**config.mk**
```make
export PLATFORM = sky130hd
export DESIGN_NAME = skolem_sweep_ctrl_flat
export DESIGN_NICKNAME = d
export VERILOG_FILES = /design/src/rtl/skolem_sweep_pkg.sv /design/src/rtl/skolem_sweep_ctrl_if.sv /design/src/rtl/skolem_sweep_tagpipe.sv /design/src/rtl/skolem_sweep_ctrl.sv /design/src/flat_wrapper.sv
export SDC_FILE = /design/constraint.sdc
export NUM_CORES = 1
export LEC_CHECK = 0
export ABC_AREA = 1
export BUFFER_PORTS_ARGS = -buffer_cell sky130_fd_sc_hd__buf_2
export CAP_MARGIN = 30
export CORE_ASPECT_RATIO = 1.1
export CORE_MARGIN = 3
export CORE_UTILIZATION = 60
export DETAILED_ROUTE_END_ITERATION = 8
export PLACE_DENSITY = 0.84
export SYNTH_ARGS = -nofsm -noshare
export SYNTH_HDL_FRONTEND = slang
export SYNTH_SLANG_ARGS = --single-unit
```
**constraint.sdc**
```tcl
create_clock -name clk -period 4.2 [get_ports clk]
set_input_delay 0.84 -clock clk [delete_from_list [all_inputs] [get_ports clk]]
set_output_delay 0.84 -clock clk [all_outputs]
set_load 0.02 [all_outputs]
```
**src/rtl/skolem_sweep_pkg.sv**
```systemverilog
// Shared types and constants for the Skolem-netlist sweep controller.
package skolem_sweep_pkg;

  typedef enum logic [1:0] {
    IDLE  = 2'd0,
    SWEEP = 2'd1,
    DRAIN = 2'd2,
    DONE  = 2'd3
  } sweep_state_e;

  localparam int MAX_LAT = 4;

  // The failure counter must reach 2^num_in without wrapping.
  function automatic int cnt_width(input int num_in);
    return num_in + 1;
  endfunction

endpackage

```
**src/rtl/skolem_sweep_ctrl_if.sv**
```systemverilog
// Host/netlist-facing bundle of the sweep controller; slave = controller side.
interface skolem_sweep_ctrl_if #(
  parameter int NUM_IN = 8
);
  import skolem_sweep_pkg::*;

  logic                         start;
  logic                         abort;
  logic                         spec_ok;
  logic [NUM_IN-1:0]            vec_out;
  logic                         vec_valid;
  logic                         busy;
  logic                         done;
  logic                         pass;
  logic [cnt_width(NUM_IN)-1:0] fail_cnt;
  logic [NUM_IN-1:0]            first_fail;

  modport master (
    output start, abort, spec_ok,
    input  vec_out, vec_valid, busy, done, pass, fail_cnt, first_fail
  );

  modport slave (
    input  start, abort, spec_ok,
    output vec_out, vec_valid, busy, done, pass, fail_cnt, first_fail
  );

endinterface

```
**src/rtl/skolem_sweep_tagpipe.sv**
```systemverilog
// LAT-deep {valid, vector} delay line aligning issued vectors with checker verdicts.
module skolem_sweep_tagpipe
  import skolem_sweep_pkg::*;
#(
  parameter int NUM_IN = 8,
  parameter int LAT    = 0
) (
  input  logic              clk,
  input  logic              rst,
  input  logic              flush_i,
  input  logic              vld_i,
  input  logic [NUM_IN-1:0] vec_i,
  output logic              vld_o,
  output logic [NUM_IN-1:0] vec_o
);

  if (LAT == 0) begin : g_wire
    logic unused_ok;
    assign unused_ok = clk ^ rst ^ flush_i;
    assign vld_o     = vld_i;
    assign vec_o     = vec_i;
  end else begin : g_pipe
    logic [LAT-1:0]             vld_q;
    logic [LAT-1:0][NUM_IN-1:0] vec_q;

    always_ff @(posedge clk or posedge rst) begin
      if (rst) begin
        vld_q <= '0;
        vec_q <= '0;
      end else begin
        vld_q[0] <= vld_i && !flush_i;
        vec_q[0] <= vec_i;
        for (int i = 1; i < LAT; i++) begin
          vld_q[i] <= vld_q[i-1] && !flush_i;
          vec_q[i] <= vec_q[i-1];
        end
      end
    end

    assign vld_o = vld_q[LAT-1];
    assign vec_o = vec_q[LAT-1];
  end

endmodule

```
**src/rtl/skolem_sweep_ctrl.sv**
```systemverilog
// Exhaustive sweep of all 2^NUM_IN inputs of a Skolem netlist, tallying checker failures.
// Optional build macro SKOLEM_SWEEP_STOP_ON_FAIL_EN: stop issuing vectors at the first failure.
module skolem_sweep_ctrl
  import skolem_sweep_pkg::*;
#(
  parameter int NUM_IN = 8,
  parameter int LAT    = 0
) (
  input  logic                clk,
  input  logic                rst,
  skolem_sweep_ctrl_if.slave  sw
);

  localparam int                CW         = cnt_width(NUM_IN);
  localparam int                DW         = $clog2(MAX_LAT + 1);
  localparam logic [NUM_IN-1:0] VEC_MAX    = {NUM_IN{1'b1}};
  localparam logic [CW-1:0]     CNT_MAX    = {1'b1, {NUM_IN{1'b0}}};
  localparam logic [DW-1:0]     DRAIN_LAST = DW'((LAT > 0) ? LAT - 1 : 0);

  sweep_state_e      state_q;
  logic [NUM_IN-1:0] vec_q;
  logic              vld_q, busy_q, done_q, pass_q;
  logic [CW-1:0]     fail_cnt_q, fail_cnt_d;
  logic [NUM_IN-1:0] first_fail_q, first_fail_d;
  logic [DW-1:0]     drain_q;
  logic              tag_vld, tag_fail, abort_act, stop_issue;
  logic [NUM_IN-1:0] tag_vec;

  assign abort_act = sw.abort && (state_q == SWEEP || state_q == DRAIN);

  skolem_sweep_tagpipe #(
    .NUM_IN (NUM_IN),
    .LAT    (LAT)
  ) u_tagpipe (
    .clk     (clk),
    .rst     (rst),
    .flush_i (abort_act),
    .vld_i   (vld_q),
    .vec_i   (vec_q),
    .vld_o   (tag_vld),
    .vec_o   (tag_vec)
  );

  // A response arriving on the abort edge is dropped along with the pipeline.
  assign tag_fail = tag_vld && !sw.spec_ok && !abort_act;

`ifdef SKOLEM_SWEEP_STOP_ON_FAIL_EN
  assign stop_issue = tag_fail;
`else
  assign stop_issue = 1'b0;
`endif

  always_comb begin
    fail_cnt_d   = fail_cnt_q;
    first_fail_d = first_fail_q;
    if (tag_fail) begin
      if (fail_cnt_q != CNT_MAX) fail_cnt_d = fail_cnt_q + 1'b1;
      if (fail_cnt_q == '0)      first_fail_d = tag_vec;
    end
  end

  always_ff @(posedge clk or posedge rst) begin
    if (rst) begin
      state_q      <= IDLE;
      vec_q        <= '0;
      vld_q        <= 1'b0;
      busy_q       <= 1'b0;
      done_q       <= 1'b0;
      pass_q       <= 1'b0;
      fail_cnt_q   <= '0;
      first_fail_q <= '0;
      drain_q      <= '0;
    end else begin
      done_q       <= 1'b0;
      fail_cnt_q   <= fail_cnt_d;
      first_fail_q <= first_fail_d;
      case (state_q)
        IDLE: begin
          if (sw.start && !sw.abort) begin
            state_q      <= SWEEP;
            vec_q        <= '0;
            vld_q        <= 1'b1;
            busy_q       <= 1'b1;
            pass_q       <= 1'b0;
            fail_cnt_q   <= '0;
            first_fail_q <= '0;
          end
        end
        SWEEP: begin
          if (abort_act) begin
            state_q <= IDLE;
            vld_q   <= 1'b0;
            busy_q  <= 1'b0;
            pass_q  <= 1'b0;
          end else if (vec_q == VEC_MAX || stop_issue) begin
            vld_q <= 1'b0;
            if (LAT > 0) begin
              state_q <= DRAIN;
              drain_q <= DRAIN_LAST;
            end else begin
              state_q <= DONE;
              busy_q  <= 1'b0;
              done_q  <= 1'b1;
              pass_q  <= (fail_cnt_d == '0);
            end
          end else begin
            vec_q <= vec_q + 1'b1;
          end
        end
        DRAIN: begin
          if (abort_act) begin
            state_q <= IDLE;
            busy_q  <= 1'b0;
            pass_q  <= 1'b0;
          end else if (drain_q == '0) begin
            state_q <= DONE;
            busy_q  <= 1'b0;
            done_q  <= 1'b1;
            pass_q  <= (fail_cnt_d == '0);
          end else begin
            drain_q <= drain_q - 1'b1;
          end
        end
        DONE: state_q <= IDLE;
        default: state_q <= IDLE;
      endcase
    end
  end

  assign sw.vec_out    = vec_q;
  assign sw.vec_valid  = vld_q;
  assign sw.busy       = busy_q;
  assign sw.done       = done_q;
  assign sw.pass       = pass_q;
  assign sw.fail_cnt   = fail_cnt_q;
  assign sw.first_fail = first_fail_q;

endmodule

```
**src/flat_wrapper.sv**
```systemverilog
// flat-port wrapper written by rule: the top's interface ports become plain ports
module skolem_sweep_ctrl_flat import skolem_sweep_pkg::*;
#(
  parameter int NUM_IN = 8,
  parameter int LAT    = 0
)
  (clk, rst, sw_start, sw_abort, sw_spec_ok, sw_vec_out, sw_vec_valid, sw_busy, sw_done, sw_pass, sw_fail_cnt, sw_first_fail);
  skolem_sweep_ctrl_if #(.NUM_IN(NUM_IN)) sw_i ();
  input  logic clk;
  input  logic rst;
  input wire logic [$bits(sw_i.start)-1:0] sw_start;
  input wire logic [$bits(sw_i.abort)-1:0] sw_abort;
  input wire logic [$bits(sw_i.spec_ok)-1:0] sw_spec_ok;
  output wire logic [$bits(sw_i.vec_out)-1:0] sw_vec_out;
  output wire logic [$bits(sw_i.vec_valid)-1:0] sw_vec_valid;
  output wire logic [$bits(sw_i.busy)-1:0] sw_busy;
  output wire logic [$bits(sw_i.done)-1:0] sw_done;
  output wire logic [$bits(sw_i.pass)-1:0] sw_pass;
  output wire logic [$bits(sw_i.fail_cnt)-1:0] sw_fail_cnt;
  output wire logic [$bits(sw_i.first_fail)-1:0] sw_first_fail;
  assign sw_i.start = sw_start;
  assign sw_i.abort = sw_abort;
  assign sw_i.spec_ok = sw_spec_ok;
  assign sw_vec_out = sw_i.vec_out;
  assign sw_vec_valid = sw_i.vec_valid;
  assign sw_busy = sw_i.busy;
  assign sw_done = sw_i.done;
  assign sw_pass = sw_i.pass;
  assign sw_fail_cnt = sw_i.fail_cnt;
  assign sw_first_fail = sw_i.first_fail;
  skolem_sweep_ctrl #(.NUM_IN(NUM_IN), .LAT(LAT)) u_core (.clk(clk), .rst(rst), .sw(sw_i));
endmodule
```
Word-level counts from Yosys, hierarchy flattened
Index checks and enable logic that the tools add are counted.
{ "totals": {"regBits": 34, "input_bits": 5, "out_inout_bits": 29, "word_cells": 79} }
{ "op_classes": {"addsub": 3, "n_eq_ne": 10, "mux": 36, "bitwise": 2, "n_reduce_logical": 19} }
{ "op_table": {"columns": ["operator", "n"], "rows": [
  ["8-bit two-way mux", 7],
  ["9-bit two-way mux", 4],
  ["9-bit logical NOT", 2],
  ["8-bit one-hot mux with 2 select lines", 1],
  ["1-bit two-way mux", 14],
  ["2-bit two-way mux", 5],
  ["9-bit by 1-bit adder with 9-bit output (second input constant)", 1],
  ["9-bit != test (second input constant)", 1],
  ["3-bit AND reduction", 3],
  ["8-bit by 1-bit adder with 8-bit output (second input constant)", 1],
  ["8-bit equality test (second input constant)", 1],
  ["2-bit one-hot mux with 4 select lines", 1],
  ["4-bit AND reduction", 2],
  ["3-bit by 2-bit != test with 1-bit output (second input constant)", 2],
  ["1-bit one-hot mux with 3 select lines", 2],
  ["2-bit equality test (second input constant)", 2],
  ["1-bit logical AND", 4],
  ["2-bit != test (second input constant)", 2],
  ["1-bit one-hot mux with 2 select lines", 2],
  ["1-bit logical NOT", 3],
  ["3-bit logical NOT", 1],
  ["3-bit nonzero test", 1],
  ["3-bit by 1-bit subtractor with 3-bit output (second input constant)", 1],
  ["2-bit by 1-bit equality test with 1-bit output (second input constant)", 1],
  ["other kinds (5)", 6]
]} }

Longest topological paths before layout
Gate-level depths: netlist (run 1).
{ "depth": {"ltp_word": 10, "ltp_mapped": 12, "ltp_nobuf": 12} }

Cells and area by module
Synthesis (run 1) repeated with hierarchy kept, for this count alone.
{ "unflattened": {"cells_unflattened": 260, "area_unflattened_um2": 1981.9} }
{ "modules_own_cells": {"columns": ["mod", "n_inst", "cells_each", "area_per_inst_um2", "seq_area_each_um2"], "rows": [
  ["skolem_sweep_ctrl", 1, 251, 1914.3, 850.8],
  ["skolem_sweep_tagpipe", 1, 9, 67.6, 0.0]
]} }

Worst setup path after synthesis (run 1)
Ideal clock, no wire load.
{ "synth_timing": {"path_kind": "input to register", "startpoint": "input sw_start", "endpoint": "register u_core.vec_q[5], in the netlist u_core.sw.vec_out[5]", "setup_time_ns": 0.120, "arrival_time_ns": 1.643, "required_ns": 4.080, "slack_ns": 2.438, "stages": 9, "n_path_buf": 1, "cell_sequence": "inv_1 nor2_1 nand2_1 o21ai_2 nand2_2 nor2_4 buf_6 nand3_2 and3_1"} }
{ "synth_via": {"elab_chain_cells": 3} }
{ "synth_rtl": {"columns": ["element", "line_no", "source"], "rows": [
  ["start, declared", "flat_wrapper.sv:11", "input wire logic [$bits(sw_i.start)-1:0] sw_start;"],
  ["1-bit logical AND", "skolem_sweep_ctrl.sv:79", "if (sw.start && !sw.abort) begin"],
  ["2-bit by 1-bit != test with 1-bit output (no source line)", null, null],
  ["4-bit AND reduction (no source line)", null, null],
  ["end signal, assigned", "skolem_sweep_ctrl.sv:107", "vec_q <= vec_q + 1'b1;"],
  ["end, declared", "skolem_sweep_ctrl.sv:21", "logic [NUM_IN-1:0] vec_q;"]
]} }
No other way between the ends.
A chain may end at the register's enable or synchronous reset.

Final worst setup path (run 1)
{ "layout_timing": {"startpoint": "register u_core.state_q[0]", "endpoint": "register u_core.first_fail_q[2], in the netlist u_core.sw.first_fail[2]"} }
{ "layout_via": {"elab_chain_cells": 8, "elab_cells_between_ends": 10, "cone_classes": "eq/ne: 2; mux: 3; reduce/logical: 5"} }
{ "layout_rtl": {"columns": ["element", "line_no", "source"], "rows": [
  ["start, declared", "skolem_sweep_ctrl.sv:20", "sweep_state_e state_q;"],
  ["start signal, assigned", "skolem_sweep_ctrl.sv:64", "state_q <= IDLE;"],
  ["start signal, assigned", "skolem_sweep_ctrl.sv:80", "state_q <= SWEEP;"],
  ["start signal, assigned", "skolem_sweep_ctrl.sv:91", "state_q <= IDLE;"],
  ["2-bit by 1-bit equality test with 1-bit output or 2-bit equality test (tied branches)", "skolem_sweep_ctrl.sv:29", "assign abort_act = sw.abort && (state_q == SWEEP || state_q == DRAIN);"],
  ["1-bit logical OR", "skolem_sweep_ctrl.sv:29", null],
  ["1-bit logical AND", "skolem_sweep_ctrl.sv:29", null],
  ["1-bit logical NOT", "skolem_sweep_ctrl.sv:45", "assign tag_fail = tag_vld && !sw.spec_ok && !abort_act;"],
  ["1-bit logical AND", "skolem_sweep_ctrl.sv:45", null],
  ["8-bit two-way mux", "skolem_sweep_ctrl.sv:56", "if (tag_fail) begin"],
  ["8-bit two-way mux", "skolem_sweep_ctrl.sv:79", null],
  ["8-bit two-way mux (*)", "skolem_sweep_ctrl.sv:77", "case (state_q)"],
  ["end signal, assigned", "skolem_sweep_ctrl.sv:76", "first_fail_q <= first_fail_d;"],
  ["end, declared", "skolem_sweep_ctrl.sv:24", "logic [NUM_IN-1:0] first_fail_q, first_fail_d;"]
]} }
Every way passes the cells marked *; elsewhere a longest branch is shown, timed or not.

==> impl_table.tex, run 1 <==
\begin{tabular}{lr}
\hline
Metric & Value \\
\hline
\multicolumn{2}{l}{\textbf{Run status}} \\
Result of the run & finished, final reports clean \\
\multicolumn{2}{l}{\textbf{Final layout}} \\
Inserted Diodes & 0 \\
Fraction of final layout cells with drive strength greater than 1 & 24.7\% \\
Synthesis-to-layout area growth & 12.7\% \\
Layout Nets & 292 \\
Summed area of non-filler cells in the final layout & 0.00218 mm\^{}2 \\
\multicolumn{2}{l}{\textbf{Route}} \\
Total via count in the routed design & 1643 \\
Average wire per standard cell & 12.5 um \\
Initial DRC Count & 75 \\
ANT nets after route & 0 \\
First-pass DRT Iterations & 4 \\
Average vias per placed instance & 5.25 \\
Final wirelength & 3.92 mm \\
DRC violations left & 0 \\
\multicolumn{2}{l}{\textbf{STA}} \\
Max-slew headroom at the worst pin & 49.8\% \\
Tcrit/Tclk final & 47.5\% \\
Slew Viols, Final & 0 \\
Total count of hold-check failures in the final report & 0 \\
Maximum clock skew at final layout & 6.93 ps \\
Maximum achievable frequency & 0.501 GHz \\
Unrepaired setup endpoints after global routing & false \\
Setup-failing EPs final & 0 \\
Hold slack final & 476 ps \\
Setup total negative slack & 0 ps \\
Pin slew with the least headroom to its limit & 752 ps \\
Min Clock Period, post-route & 1990 ps \\
\multicolumn{2}{l}{\textbf{Worst setup path}} \\
Type of the worst setup path & reg2reg \\
Worst Path Max Fanout & 16 \\
Launch point of the worst path & u\_core.state\_q[0]\$\_DFFE\_PP0P\_ \\
Number of buffers and inverters on the critical path & 1 \\
Critical Path AT & 2250 ps \\
Master of the slowest instance on the critical path & nor3\_4 \\
Category of cells accounting for the largest share of critical-path delay & simple AND/OR/NAND/NOR gates \\
Endpoint kind of the worst setup timing path & flop \\
Maximum single-stage delay on the critical path & 580 ps \\
Chain of cells forming the critical path & inv\_1, ha\_1, nand2\_2, nand3\_2, nor3\_4, o21ai\_1, a21oi\_1 \\
Crit start category & flop \\
Crit path required time & 4460 ps \\
Worst reg2reg startpoint & u\_core.state\_q[0]\$\_DFFE\_PP0P\_ \\
\multicolumn{2}{l}{\textbf{Die}} \\
Placeable core region & 0.00307 mm\^{}2 \\
Floorplan die area & 0.00394 mm\^{}2 \\
Die X & 60.2 um \\
Row count & 21 \\
Die span in y & 65.6 um \\
I/O Pins & 34 \\
Initial standard-cell utilization of the core & 63.0\% \\
\multicolumn{2}{l}{\textbf{Hold path}} \\
Hold path start & u\_core.drain\_q[0]\$\_DFFE\_PP0P\_ \\
Class of the tightest hold or removal check & reg2reg \\
\multicolumn{2}{l}{\textbf{Logic synthesis}} \\
Proportion of synthesized chip area in sequential cells & 44.0\% \\
Post-synthesis instance area & 0.00194 mm\^{}2 \\
Post-synth top flop & dfrtp\_1 \\
Number of warning messages in the yosys log & 0 \\
Net count after synthesis & 254 \\
Share of flip-flops with an asynchronous set or reset & 100\% \\
Count of different cell masters after synthesis & 29 \\
Flop and latch count out of synthesis & 34 \\
EDFF count, synth & 0 \\
Average cell area after synthesis & 8.07 um\^{}2 \\
Gate count after technology mapping & 240 \\
\multicolumn{2}{l}{\textbf{CTS}} \\
Clock transition at path regs & 100 ps \\
Hold buffer count at cts & 0 \\
Number of buffers created by CTS & 5 \\
Clk sink count & 34 \\
CTS Buffer Depth & 2 \\
Root Buffer Master & clkbuf\_4 \\
Post-CTS Resized & 0 \\
CTS tree & built \\
\# H-tree levels & 2 \\
Postcts setup bufs & 0 \\
Later-pin clock latency in the skew report & 330 ps \\
\multicolumn{2}{l}{\textbf{GRT}} \\
Largest net degree at the start of global routing & 20 \\
Global-route wire length before repair & 6.49 mm \\
Sum of overflow across all layers after global routing & 0 \\
Vias in the first global route & 1505 \\
Initial antenna violation count & 0 \\
Total global-route track usage & 22.1\% \\
\multicolumn{2}{l}{\textbf{Place}} \\
Placed cell areas & 0.00212 mm\^{}2 \\
Placer congestion estimate & 0.796 \\
Port buffer count & 33 \\
DPL Wire Length & 3.04 mm \\
\multicolumn{2}{l}{\textbf{Power}} \\
Leakage power of the design & 1.18 nW \\
Largest vdd supply drop & 488 uV \\
Pwr Density & 637 mW/mm\^{}2 \\
\multicolumn{2}{l}{\textbf{Run}} \\
\# Max-Cap Violations & 0 \\
\hline
\end{tabular}
==> Yosys cell counts (2+ instances only) <==
library cell  count  area (um^2)
dfrtp_1          34          851
ha_1              9          113
o21ai_0           2         10.0
nor2_2            5         31.3
o21ai_1          13         65.1
buf_6             2         22.5
nor2_4            3         33.8
a21oi_2           2         17.5
nor2_1           27          101
nor3_1            2         10.0
nand3_1          14         70.1
o21ai_2           3         26.3
nand3_2           2         20.0
inv_1            31          116
nand2_1          49          184
inv_2             6         22.5
xor2_1            7         61.3
a21oi_1          13         65.1
nand2_2           6         37.5
==> routing by layer <==
metal	up-vias	share of wire [%]	track usage, %
met2	53	51	36.9
met5	-	0	0
met3	6	5.1	5.50
met1	753	43	27.0
met4	0	1.2	8.31
li1	831	-	-
==> cells in the final DEF (no fill, tap or decap) <==
master,Yosys,layout
nand2_1,49,49
nand3b_1,1,1
nor3_1,2,2
a31oi_1,1,1
nor3_4,1,1
inv_1,31,31
dfrtp_1,34,34
o21ai_0,2,2
xnor2_1,1,1
buf_4,1,1
nor2_1,27,27
inv_2,6,6
nor2_2,5,5
nand3_1,14,14
buf_2,0,33
clkbuf_1,0,1
clkinv_1,1,1
and3_1,1,1
o211ai_1,1,1
o21ai_1,13,13
a21oi_1,13,13
nand2_2,6,6
nand4_1,1,1
nand3_2,2,2
clkbuf_8,0,1
a21oi_2,2,2
clkbuf_4,0,5
nor2_4,3,3
clkinv_2,0,1
xor2_1,7,7
ha_1,9,9
o21a_1,1,1
o21ai_2,3,3
==> logic make-up (layout without fill, tap and decap cells) <==
group           after synthesis  count (layout)  share of synthesized area (%)
fa+ha+maj                     9               9                           5.82
xor+xnor                      8               8                           3.62
simple gates                112             112                           27.1
buf+inv                      41              80                           8.92
compound gates               36              36                           10.6
flops                        34              34                           44.0
==> cell type report <==
type | instances | area (um^2)
multi-input combinational | 165 | 912
fill | 249 | 893
sequential | 34 | 851
tap | 34 | 42.5
timing repair buffer | 34 | 173
clock buffer | 7 | 55.1
clock inverter | 1 | 5.00
inverter | 38 | 143
==> path summary, 6_finish.rpt <==
path / to / slack (ps) / cells after the start
max: u_core.sw.first_fail[2]$_DFF_PP0_ / 2210 / 7
min: u_core.drain_q[0]$_DFFE_PP0P_ / 480 / 1
max reg2reg: u_core.sw.first_fail[2]$_DFF_PP0_ / 2210 / 7
min reg2reg: u_core.drain_q[0]$_DFFE_PP0P_ / 480 / 1
max in group asynchronous: u_core.state_q[0]$_DFFE_PP0P_ / 2890 / 3
min in group asynchronous: u_core.sw.fail_cnt[2]$_DFF_PP0_ / 620 / 2
==> registers in the layout, indices dropped and copies added (netlist names) <==
register and cells:
u_core.sw.pass 1, u_core.state_q 2, u_core.sw.vec_out 8, u_core.sw.first_fail 8
u_core.sw.vec_valid 1, u_core.sw.busy 1, u_core.sw.done 1, u_core.drain_q 3
u_core.sw.fail_cnt 9
==> worst register-to-register path, cell delays in order (launching register included) <==
cell	delay (ps)
dfrtp_1	390
inv_1	90
ha_1	330
nand2_2	120
nand3_2	150
nor3_4	580
o21ai_1	120
a21oi_1	150
==> per-stage QoR <==
stage | utilization, % | setup slack, ps | power [W] | instances
floorplan | - | 2440 | 0.00103 | 240
global placement | 69.0 | 1930 | 0.00118 | 305
detailed placement | 69.0 | 1880 | 0.00121 | 305
CTS | 70.9 | 2210 | 0.00140 | 313
global route | 70.9 | 1980 | 0.00150 | 313
finish | 70.9 | 2210 | 0.00139 | 313
==> power breakdown <==
part           switching [W]  internal (W)  leakage, nW
clock               0.000106     0.0000811       0.0353
combinational       0.000460      0.000227        0.684
sequential         0.0000889      0.000427        0.456
total               0.000655      0.000735         1.18
No activity file was read; power rests on OpenSTA's default activity.
==> run 2, diff against run 1 <==
--- a/config.mk
+++ b/config.mk
@@ -10,9 +10,9 @@
 export CAP_MARGIN = 30
 export CORE_ASPECT_RATIO = 1.1
 export CORE_MARGIN = 3
-export CORE_UTILIZATION = 60
+export CORE_UTILIZATION = 55
 export DETAILED_ROUTE_END_ITERATION = 8
-export PLACE_DENSITY = 0.84
+export PLACE_DENSITY = 0.78
 export SYNTH_ARGS = -nofsm -noshare
 export SYNTH_HDL_FRONTEND = slang
 export SYNTH_SLANG_ARGS = --single-unit
==> constraint.sdc (replaced) <==
create_clock -name clk -period 2.07 [get_ports clk]
set_input_delay 0.414 -clock clk [delete_from_list [all_inputs] [get_ports clk]]
set_output_delay 0.414 -clock clk [all_outputs]
set_load 0.02 [all_outputs]
==> run 2 against run 1 <==
  * Combinational power rose by 110%
  * Sequential power up 100%
  * First-iteration DRC count up 13%
  * Design area rose by 1.7%
  * Sequential share of layout area is 0.66 points lower
  * Critical endpoint is now u_core.sw.pass$_DFFE_PP0P_
==> impl_table.tex, run 2 (same netlist as run 1, synthesis figures left out) <==
\begin{tabular}{lr}
\hline
Metric & Value \\
\hline
\multicolumn{2}{l}{\textbf{Die}} \\
Die X & 62.6 um (+4.0\%) \\
Initial standard-cell utilization of the core & 60.4\% (-2.6 points) \\
I/O Pins & 34 (unchanged) \\
Row count & 21 (unchanged) \\
Floorplan die area & 0.00427 mm\^{}2 (+8.2\%) \\
Die span in y & 68.2 um (+4.0\%) \\
Placeable core region & 0.00321 mm\^{}2 (+4.3\%) \\
\multicolumn{2}{l}{\textbf{Power}} \\
Switching part of the total power & 46.5\% (-0.64 points) \\
Power dissipated by switching net loads & 0.00132 W (+100\%) \\
Sequential cell fraction of total power & 36.6\% (-0.5 points) \\
Portion of total power attributed to the clock network & 13.5\% (about the same) \\
Cell Int Power & 0.00152 W (+110\%) \\
Pwr Density & 1280 mW/mm\^{}2 (+100\%) \\
Share of power burned in combinational logic & 49.9\% (+0.5 points) \\
Largest vdd supply drop & 774 uV (+59\%) \\
Leakage power of the design & 1.19 nW (+1.2\%) \\
\multicolumn{2}{l}{\textbf{STA}} \\
Unrepaired setup endpoints after global routing & false \\
Slew Viols, Final & 0 (unchanged) \\
Maximum clock skew at final layout & 6.90 ps (-0.0239 ps) \\
Tcrit/Tclk final & 87.2\% (+40 points) \\
Min Clock Period, post-route & 1810 ps (-189 ps) \\
Setup-failing EPs final & 0 (unchanged) \\
Pin slew with the least headroom to its limit & 417 ps (-335 ps) \\
Total count of hold-check failures in the final report & 0 (unchanged) \\
Maximum achievable frequency & 0.554 GHz (+10\%) \\
Setup total negative slack & 0 ps (unchanged) \\
Max-slew headroom at the worst pin & 72.2\% (+22 points) \\
\multicolumn{2}{l}{\textbf{Worst setup path}} \\
Type of the worst setup path & reg2reg \\
Crit start category & flop \\
Master of the slowest instance on the critical path & dfrtp\_1 \\
Endpoint kind of the worst setup timing path & flop \\
Maximum single-stage delay on the critical path & 390 ps (-190 ps) \\
Worst R2R Setup Slack & 260 ps (-1940 ps) \\
Chain of cells forming the critical path & inv\_1, ha\_1, nand2\_2, nand3\_2, nor2\_2, nand2\_1, xor2\_1, nand2\_1, inv\_1, nand3\_1, nand2\_1 \\
Cell type with the highest occurrence count on the critical path & nand2\_1 \\
Critical Path AT & 2080 ps (-170 ps) \\
Worst Path Max Fanout & 4 (-12) \\
Crit path required time & 2350 ps (-2110 ps) \\
\multicolumn{2}{l}{\textbf{Route}} \\
Initial DRC Count & 85 (+13\%) \\
DRC violations left & 0 (unchanged) \\
ANT nets after route & 0 (unchanged) \\
Final wirelength & 3.94 mm (+0.46\%) \\
Average wire per standard cell & 12.0 um (-4.1\%) \\
Average vias per placed instance & 4.96 (-5.5\%) \\
First-pass DRT Iterations & 4 (unchanged) \\
Total via count in the routed design & 1627 (-0.97\%) \\
\multicolumn{2}{l}{\textbf{Final layout}} \\
Fraction of final layout cells with drive strength greater than 1 & 25.5\% (+0.80 points) \\
Synthesis-to-layout area growth & 14.6\% \\
Layout Nets & 295 (+1.0\%) \\
Inserted Diodes & 0 (unchanged) \\
Summed area of non-filler cells in the final layout & 0.00222 mm\^{}2 (+1.7\%) \\
Flip-flop count of the largest register, all copies and words added & 9 (unchanged) \\
Most frequent standard cell in the layout excluding fill and tap cells & nand2\_1 \\
Filler cell count in the final layout & 288 (+16\%) \\
Number of standard cells in the layout, taps in and fillers out & 328 (+4.8\%) \\
Top library cells by usage in the layout, fill and taps aside & nand2\_1, dfrtp\_1, buf\_2, inv\_1, nor2\_1 \\
\multicolumn{2}{l}{\textbf{CTS}} \\
Later-pin clock latency in the skew report & 340 ps (about the same) \\
CTS tree & built \\
Clk sink count & 34 (unchanged) \\
CTS Buffer Depth & 2 (unchanged) \\
\# H-tree levels & 2 (unchanged) \\
Number of buffers created by CTS & 5 (unchanged) \\
Clock transition at path regs & 100 ps (about the same) \\
Root Buffer Master & clkbuf\_4 \\
Post-CTS Resized & 0 (unchanged) \\
\multicolumn{2}{l}{\textbf{GRT}} \\
Largest net degree at the start of global routing & 35 (+75\%) \\
Sum of overflow across all layers after global routing & 0 (unchanged) \\
Vias in the first global route & 1564 (+3.9\%) \\
Total global-route track usage & 21.2\% (-0.89 points) \\
Initial antenna violation count & 0 (unchanged) \\
Global-route wire length before repair & 6.96 mm (+7.1\%) \\
\multicolumn{2}{l}{\textbf{Place}} \\
Port buffer count & 33 (unchanged) \\
DPL Wire Length & 3.07 mm (+0.79\%) \\
Count of placed standard cells including taps & 319 (+4.6\%) \\
Placer congestion estimate & 0.824 (+3.5\%) \\
Placed cell areas & 0.00215 mm\^{}2 (+1.4\%) \\
\multicolumn{2}{l}{\textbf{Hold path}} \\
Class of the tightest hold or removal check & in2async \\
\multicolumn{2}{l}{\textbf{Run status}} \\
Result of the run & finished, final reports clean \\
\multicolumn{2}{l}{\textbf{Run}} \\
\# Max-Cap Violations & 0 (unchanged) \\
\hline
\end{tabular}
[run 2: cell count changes in the layout (fill, tap and decap cells not counted), sizes merged]
cell | before | now
buf | 34 | 37
[run 2: power groups by stage]
stage	sequential [W]	combinational, W	clock (W)
final	0.00104	0.00142	0.000384
after detailed placement	0.00105	0.00140	0
after floorplan	0.00126	0.000837	0
after global routing	0.00108	0.00159	0.000430
after global placement	0.00105	0.00138	0
after CTS	0.00104	0.00141	0.000395
[run 2: cell type report]
| cell class | count | area (um^2) | area share, % |
|---|---|---|---|
| Clock buffer | 7 | 55.1 | 2.48 |
| Clock inverter | 1 | 5.00 | 0.226 |
| Inverter | 38 | 143 | 6.43 |
| Multi-Input combinational cell | 165 | 912 | 41.1 |
| Sequential cell | 34 | 851 | 38.4 |
| Tap cell | 46 | 57.6 | 2.59 |
| Timing Repair Buffer | 37 | 195 | 8.80 |
[run 2: repair_timing]
action / 4_1_cts / 5_1_grt
setup endpoints to repair: 0 / 1
hold buffers: 0 / 0
setup buffers: 0 / 1
[run 2: layer usage]
metal  vias up  share of wire (%)  track usage, %
met3         9                4.2            3.78
li1        841                  -               -
met1       734                 46            26.7
met5         -                  0               0
met4         0                2.4            12.1
met2        43                 48            35.0
[run 2: critical path: cells and delay by family (launching register included)]
kind | cells | cell delay, ps
simple gates | 7 | 700
flops | 1 | 390
fa+ha+maj | 1 | 320
xor+xnor | 1 | 190
buf+inv | 2 | 150
[run 2: through the flow]
stage                     hold slack, ps  total power [W]  setup WS, ps  util [%]
after global placement               456          0.00243           258      67.1
final                                148          0.00284           265      69.2
after detailed placement             454          0.00246           209      67.1
after global routing                 158          0.00310          5.82      69.2
after floorplan                      442          0.00209           446         -
after CTS                            157          0.00284           191      69.0
[run 2: worst paths after layout]
kind                                                   endpoint  cells past startpoint                          start
worst max-delay path                 u_core.sw.pass$_DFFE_PP0P_                     11  u_core.state_q[0]$_DFFE_PP0P_
worst min-delay path            u_core.sw.fail_cnt[4]$_DFF_PP0_                      3                            rst
worst max register to register       u_core.sw.pass$_DFFE_PP0P_                     11  u_core.state_q[0]$_DFFE_PP0P_
worst min register to register       u_core.sw.busy$_DFFE_PP0P_                      2     u_core.sw.busy$_DFFE_PP0P_
max in group asynchronous       u_core.sw.fail_cnt[8]$_DFF_PP0_                      3                            rst
min in group clk                     u_core.sw.busy$_DFFE_PP0P_                      2     u_core.sw.busy$_DFFE_PP0P_
==> run 3, diff against run 2 <==
--- a/config.mk
+++ b/config.mk
@@ -10,9 +10,10 @@
 export CAP_MARGIN = 30
 export CORE_ASPECT_RATIO = 1.1
 export CORE_MARGIN = 3
-export CORE_UTILIZATION = 55
+export CORE_UTILIZATION = 56
 export DETAILED_ROUTE_END_ITERATION = 8
-export PLACE_DENSITY = 0.78
+export PLACE_DENSITY = 0.79
 export SYNTH_ARGS = -nofsm -noshare
 export SYNTH_HDL_FRONTEND = slang
+export SYNTH_HIERARCHICAL = 1
 export SYNTH_SLANG_ARGS = --single-unit
==> run 3 against run 2 <==
  * Die area up 0.51%
  * Sequential share of layout area down 1.1 points
  * Design area up 2.9%
  * Sequential power down 4%
  * Clock skew up 4.7 ps
  * Critical path depth up 2
  * Critical path type unchanged
  * Sequential cell count unchanged
  * Synthesized area up 2.4%
  * Final cell count up 4.6%
  * Worst hold slack worse by 6.8 ps
  * Count of clock-buffer cells in the layout down 2
==> impl_table.tex, run 3 <==
\begin{tabular}{lr}
\hline
Metric & Value \\
\hline
\multicolumn{2}{l}{\textbf{Power}} \\
Pwr Density & 1290 mW/mm\^{}2 (+0.77\%) \\
Largest vdd supply drop & 708 uV (-8.5\%) \\
Post-layout power & 0.00295 W (+3.7\%) \\
Leakage power of the design & 1.26 nW (+5.7\%) \\
\multicolumn{2}{l}{\textbf{Logic synthesis}} \\
Largest cells by area after synthesis & dfrtp\_1, nand2\_1, nor2\_1, ha\_1, inv\_1 \\
Share of flip-flops with an asynchronous set or reset & 100\% (unchanged) \\
Dominant cell type by area after synthesis & dfrtp\_1 \\
Number of warning messages in the yosys log & 6 (+6) \\
EDFF count, synth & 0 (unchanged) \\
Net count after synthesis & 274 (+7.9\%) \\
Count of different cell masters after synthesis & 26 (-10\%) \\
Post-synth top flop & dfrtp\_1 \\
Average cell area after synthesis & 7.62 um\^{}2 (-5.5\%) \\
Flop and latch count out of synthesis & 34 (unchanged) \\
Proportion of synthesized chip area in sequential cells & 42.9\% (-1.0 points) \\
Post-synthesis instance area & 0.00198 mm\^{}2 (+2.4\%) \\
Leading cell types by count after synthesis & nand2\_1, nor2\_1, dfrtp\_1 \\
Area fraction of the dominant cell type after synthesis & 42.9\% (-1.0 points) \\
Gate count after technology mapping & 260 (+8.3\%) \\
\multicolumn{2}{l}{\textbf{Worst setup path}} \\
Crit path required time & 2350 ps (about the same) \\
Endpoint kind of the worst setup timing path & flop \\
Logic depth of the worst register-to-register path & 13 (+2) \\
Worst reg2reg startpoint & u\_core/state\_q[1]\$\_DFFE\_PP0P\_ \\
Launch point of the worst path & u\_core/state\_q[1]\$\_DFFE\_PP0P\_ \\
Crit start category & flop \\
Critical Path AT & 2160 ps (+80 ps) \\
Chain of cells forming the critical path & inv\_1, ha\_2, nand2\_2, inv\_2, nor2\_2, nand3\_1, nand2\_1, inv\_1, nor2\_1, nand2\_1, nor2\_1, nand3\_1, nand2\_1 \\
Last element of the critical path & u\_core/sw.pass\$\_DFFE\_PP0P\_ \\
Master of the slowest instance on the critical path & dfrtp\_1 \\
R2R Path End & u\_core/sw.pass\$\_DFFE\_PP0P\_ \\
Type of the worst setup path & reg2reg \\
Maximum single-stage delay on the critical path & 420 ps (+30 ps) \\
Cell type with the highest occurrence count on the critical path & nand2\_1 \\
Worst R2R Setup Slack & 190 ps (-80 ps) \\
Worst Path Max Fanout & 6 (+2) \\
\multicolumn{2}{l}{\textbf{GRT}} \\
Total global-route track usage & 20.3\% (-0.92 points) \\
Global-route wire length before repair & 6.85 mm (-1.5\%) \\
Largest net degree at the start of global routing & 35 (unchanged) \\
Sum of overflow across all layers after global routing & 0 (unchanged) \\
Vias in the first global route & 1550 (-0.90\%) \\
Initial antenna violation count & 0 (unchanged) \\
\multicolumn{2}{l}{\textbf{Die}} \\
Placeable core region & 0.00336 mm\^{}2 (+4.8\%) \\
Row count & 22 (+4.8\%) \\
I/O Pins & 34 (unchanged) \\
Floorplan die area & 0.00429 mm\^{}2 (+0.51\%) \\
Die span in y & 68.4 um (+0.26\%) \\
Initial standard-cell utilization of the core & 59.0\% (-1.4 points) \\
Die X & 62.7 um (+0.26\%) \\
\multicolumn{2}{l}{\textbf{Place}} \\
Placed cell areas & 0.00216 mm\^{}2 (+0.64\%) \\
Count of placed standard cells including taps & 335 (+5.0\%) \\
DPL Wire Length & 2.90 mm (-5.3\%) \\
Placer congestion estimate & 0.855 (+3.8\%) \\
Port buffer count & 33 (unchanged) \\
\multicolumn{2}{l}{\textbf{STA}} \\
Min Clock Period, post-route & 1880 ps (+77.4 ps) \\
Slew Viols, Final & 0 (unchanged) \\
Total count of hold-check failures in the final report & 0 (unchanged) \\
Tcrit/Tclk final & 91.0\% (+3.7 points) \\
Setup total negative slack & 0 ps (unchanged) \\
Setup-failing EPs final & 0 (unchanged) \\
Pin slew with the least headroom to its limit & 416 ps (-1.13 ps) \\
Max-slew headroom at the worst pin & 72.3\% (+0.076 points) \\
Maximum clock skew at final layout & 11.6 ps (+4.69 ps) \\
Maximum achievable frequency & 0.531 GHz (-4.1\%) \\
Unrepaired setup endpoints after global routing & false \\
\multicolumn{2}{l}{\textbf{Final layout}} \\
Most frequent standard cell in the layout excluding fill and tap cells & nand2\_1 \\
Post-layout utilization of the core & 68.0\% (-1.2 points) \\
Flip-flop count of the largest register, all copies and words added & 9 (unchanged) \\
Layout Nets & 308 (+4.4\%) \\
Inserted Diodes & 0 (unchanged) \\
Top library cells by usage in the layout, fill and taps aside & nand2\_1, nor2\_1, dfrtp\_1, buf\_2, inv\_1 \\
Number of standard cells in the layout, taps in and fillers out & 343 (+4.6\%) \\
Synthesis-to-layout area growth & 15.2\% \\
Filler cell count in the final layout & 298 (+3.5\%) \\
Fraction of final layout cells with drive strength greater than 1 & 22.0\% (-3.5 points) \\
Summed area of non-filler cells in the final layout & 0.00228 mm\^{}2 (+2.9\%) \\
\multicolumn{2}{l}{\textbf{Route}} \\
ANT nets after route & 0 (unchanged) \\
DRC violations left & 0 (unchanged) \\
Initial DRC Count & 108 (+27\%) \\
Average vias per placed instance & 5.03 (+1.3\%) \\
Average wire per standard cell & 11.4 um (-4.6\%) \\
First-pass DRT Iterations & 4 (unchanged) \\
Final wirelength & 3.93 mm (-0.25\%) \\
Total via count in the routed design & 1724 (+6.0\%) \\
\multicolumn{2}{l}{\textbf{CTS}} \\
Clk sink count & 34 (unchanged) \\
Number of buffers created by CTS & 5 (unchanged) \\
Hold buffer count at cts & 0 (unchanged) \\
Later-pin clock latency in the skew report & 340 ps (about the same) \\
\# H-tree levels & 2 (unchanged) \\
CTS tree & built \\
Clock transition at path regs & 110 ps (about the same) \\
Root Buffer Master & clkbuf\_4 \\
CTS Buffer Depth & 2 (unchanged) \\
\multicolumn{2}{l}{\textbf{Run status}} \\
Result of the run & finished, final reports clean \\
\multicolumn{2}{l}{\textbf{Hold path}} \\
Class of the tightest hold or removal check & in2async \\
\multicolumn{2}{l}{\textbf{Run}} \\
\# Max-Cap Violations & 0 (unchanged) \\
\hline
\end{tabular}
-- run 3: metal layers --
metal  wire length [um]  track usage (%)  share of wire (%)
met5                  0                0                  0
met4                 39             5.79               0.99
met3                206             4.27                5.2
met2               1830             34.8                 47
met1               1850             26.3                 47
-- run 3: worst min path at each step --
stage                                   from                          endpoint  slack, ps  depth (start not counted)
6_report                                 rst   u_core/sw.vec_valid$_DFFE_PP0P_        140                          3
5_1_grt                                  rst   u_core/sw.fail_cnt[8]$_DFF_PP0_        160                          3
4_1_cts                                  rst  u_core/sw.vec_out[0]$_DFFE_PP0P_        150                          3
3_5_place_dp   u_core/drain_q[0]$_DFFE_PP0P_     u_core/drain_q[0]$_DFFE_PP0P_        460                          1
3_3_place_gp   u_core/drain_q[0]$_DFFE_PP0P_     u_core/drain_q[0]$_DFFE_PP0P_        460                          1
2_1_floorplan  u_core/drain_q[0]$_DFFE_PP0P_     u_core/drain_q[0]$_DFFE_PP0P_        440                          1
-- run 3: logic make-up (layout without fill, tap and decap cells) --
| family | Yosys count | after routing | share of synthesized area, % |
|---|---|---|---|
| AND/OR/NAND/NOR | 142 | 142 | 30.6 |
| buffers and inverters | 49 | 84 | 11.4 |
| XOR/XNOR | 9 | 9 | 3.98 |
| AO/OA/AOI/OAI | 17 | 17 | 5.43 |
| adder cells (fa/ha/maj) | 9 | 9 | 5.68 |
| flip-flops | 34 | 34 | 42.9 |
-- run 3: report_power, final --
part | total (W) | switching, W | internal [W]
logic | 0.00133 | 0.000882 | 0.000452
registers | 0.000996 | 0.000155 | 0.000841
clock network | 0.000616 | 0.000239 | 0.000378
total | 0.00295 | 0.00128 | 0.00167
-- run 3: metrics by stage --
| stage | setup WS, ps | hold WS (ps) |
|---|---|---|
| final | 187 | 141 |
| after global routing | 1.84 | 159 |
| after detailed placement | 109 | 461 |
| after global placement | 109 | 456 |
| after floorplan | 379 | 442 |
| after CTS | 68.5 | 147 |
-- run 3: cell type report --
type	instances	area [um^2]	share of cell area (%)
multi-input cells	177	917	40.2
flip-flops and latches	34	851	37.3
repair buffers	39	210	9.21
inverters	37	139	6.08
clock inverters	3	68.8	3.01
well taps	48	60.1	2.63
clock buffers	5	37.5	1.64
-- run 3: worst max-delay path: cells and delay by family (launching register included) --
family,cells,cell delay (ps)
and+or+nand+nor,9,870
DFF,1,420
adders and majority gates,1,320
buffers and inverters,3,200
-- run 3: what timing repair did --
item,4_1_cts,5_1_grt
setup buffers,0,0
gates resized for setup,0,3
endpoints found under the setup margin,0,2
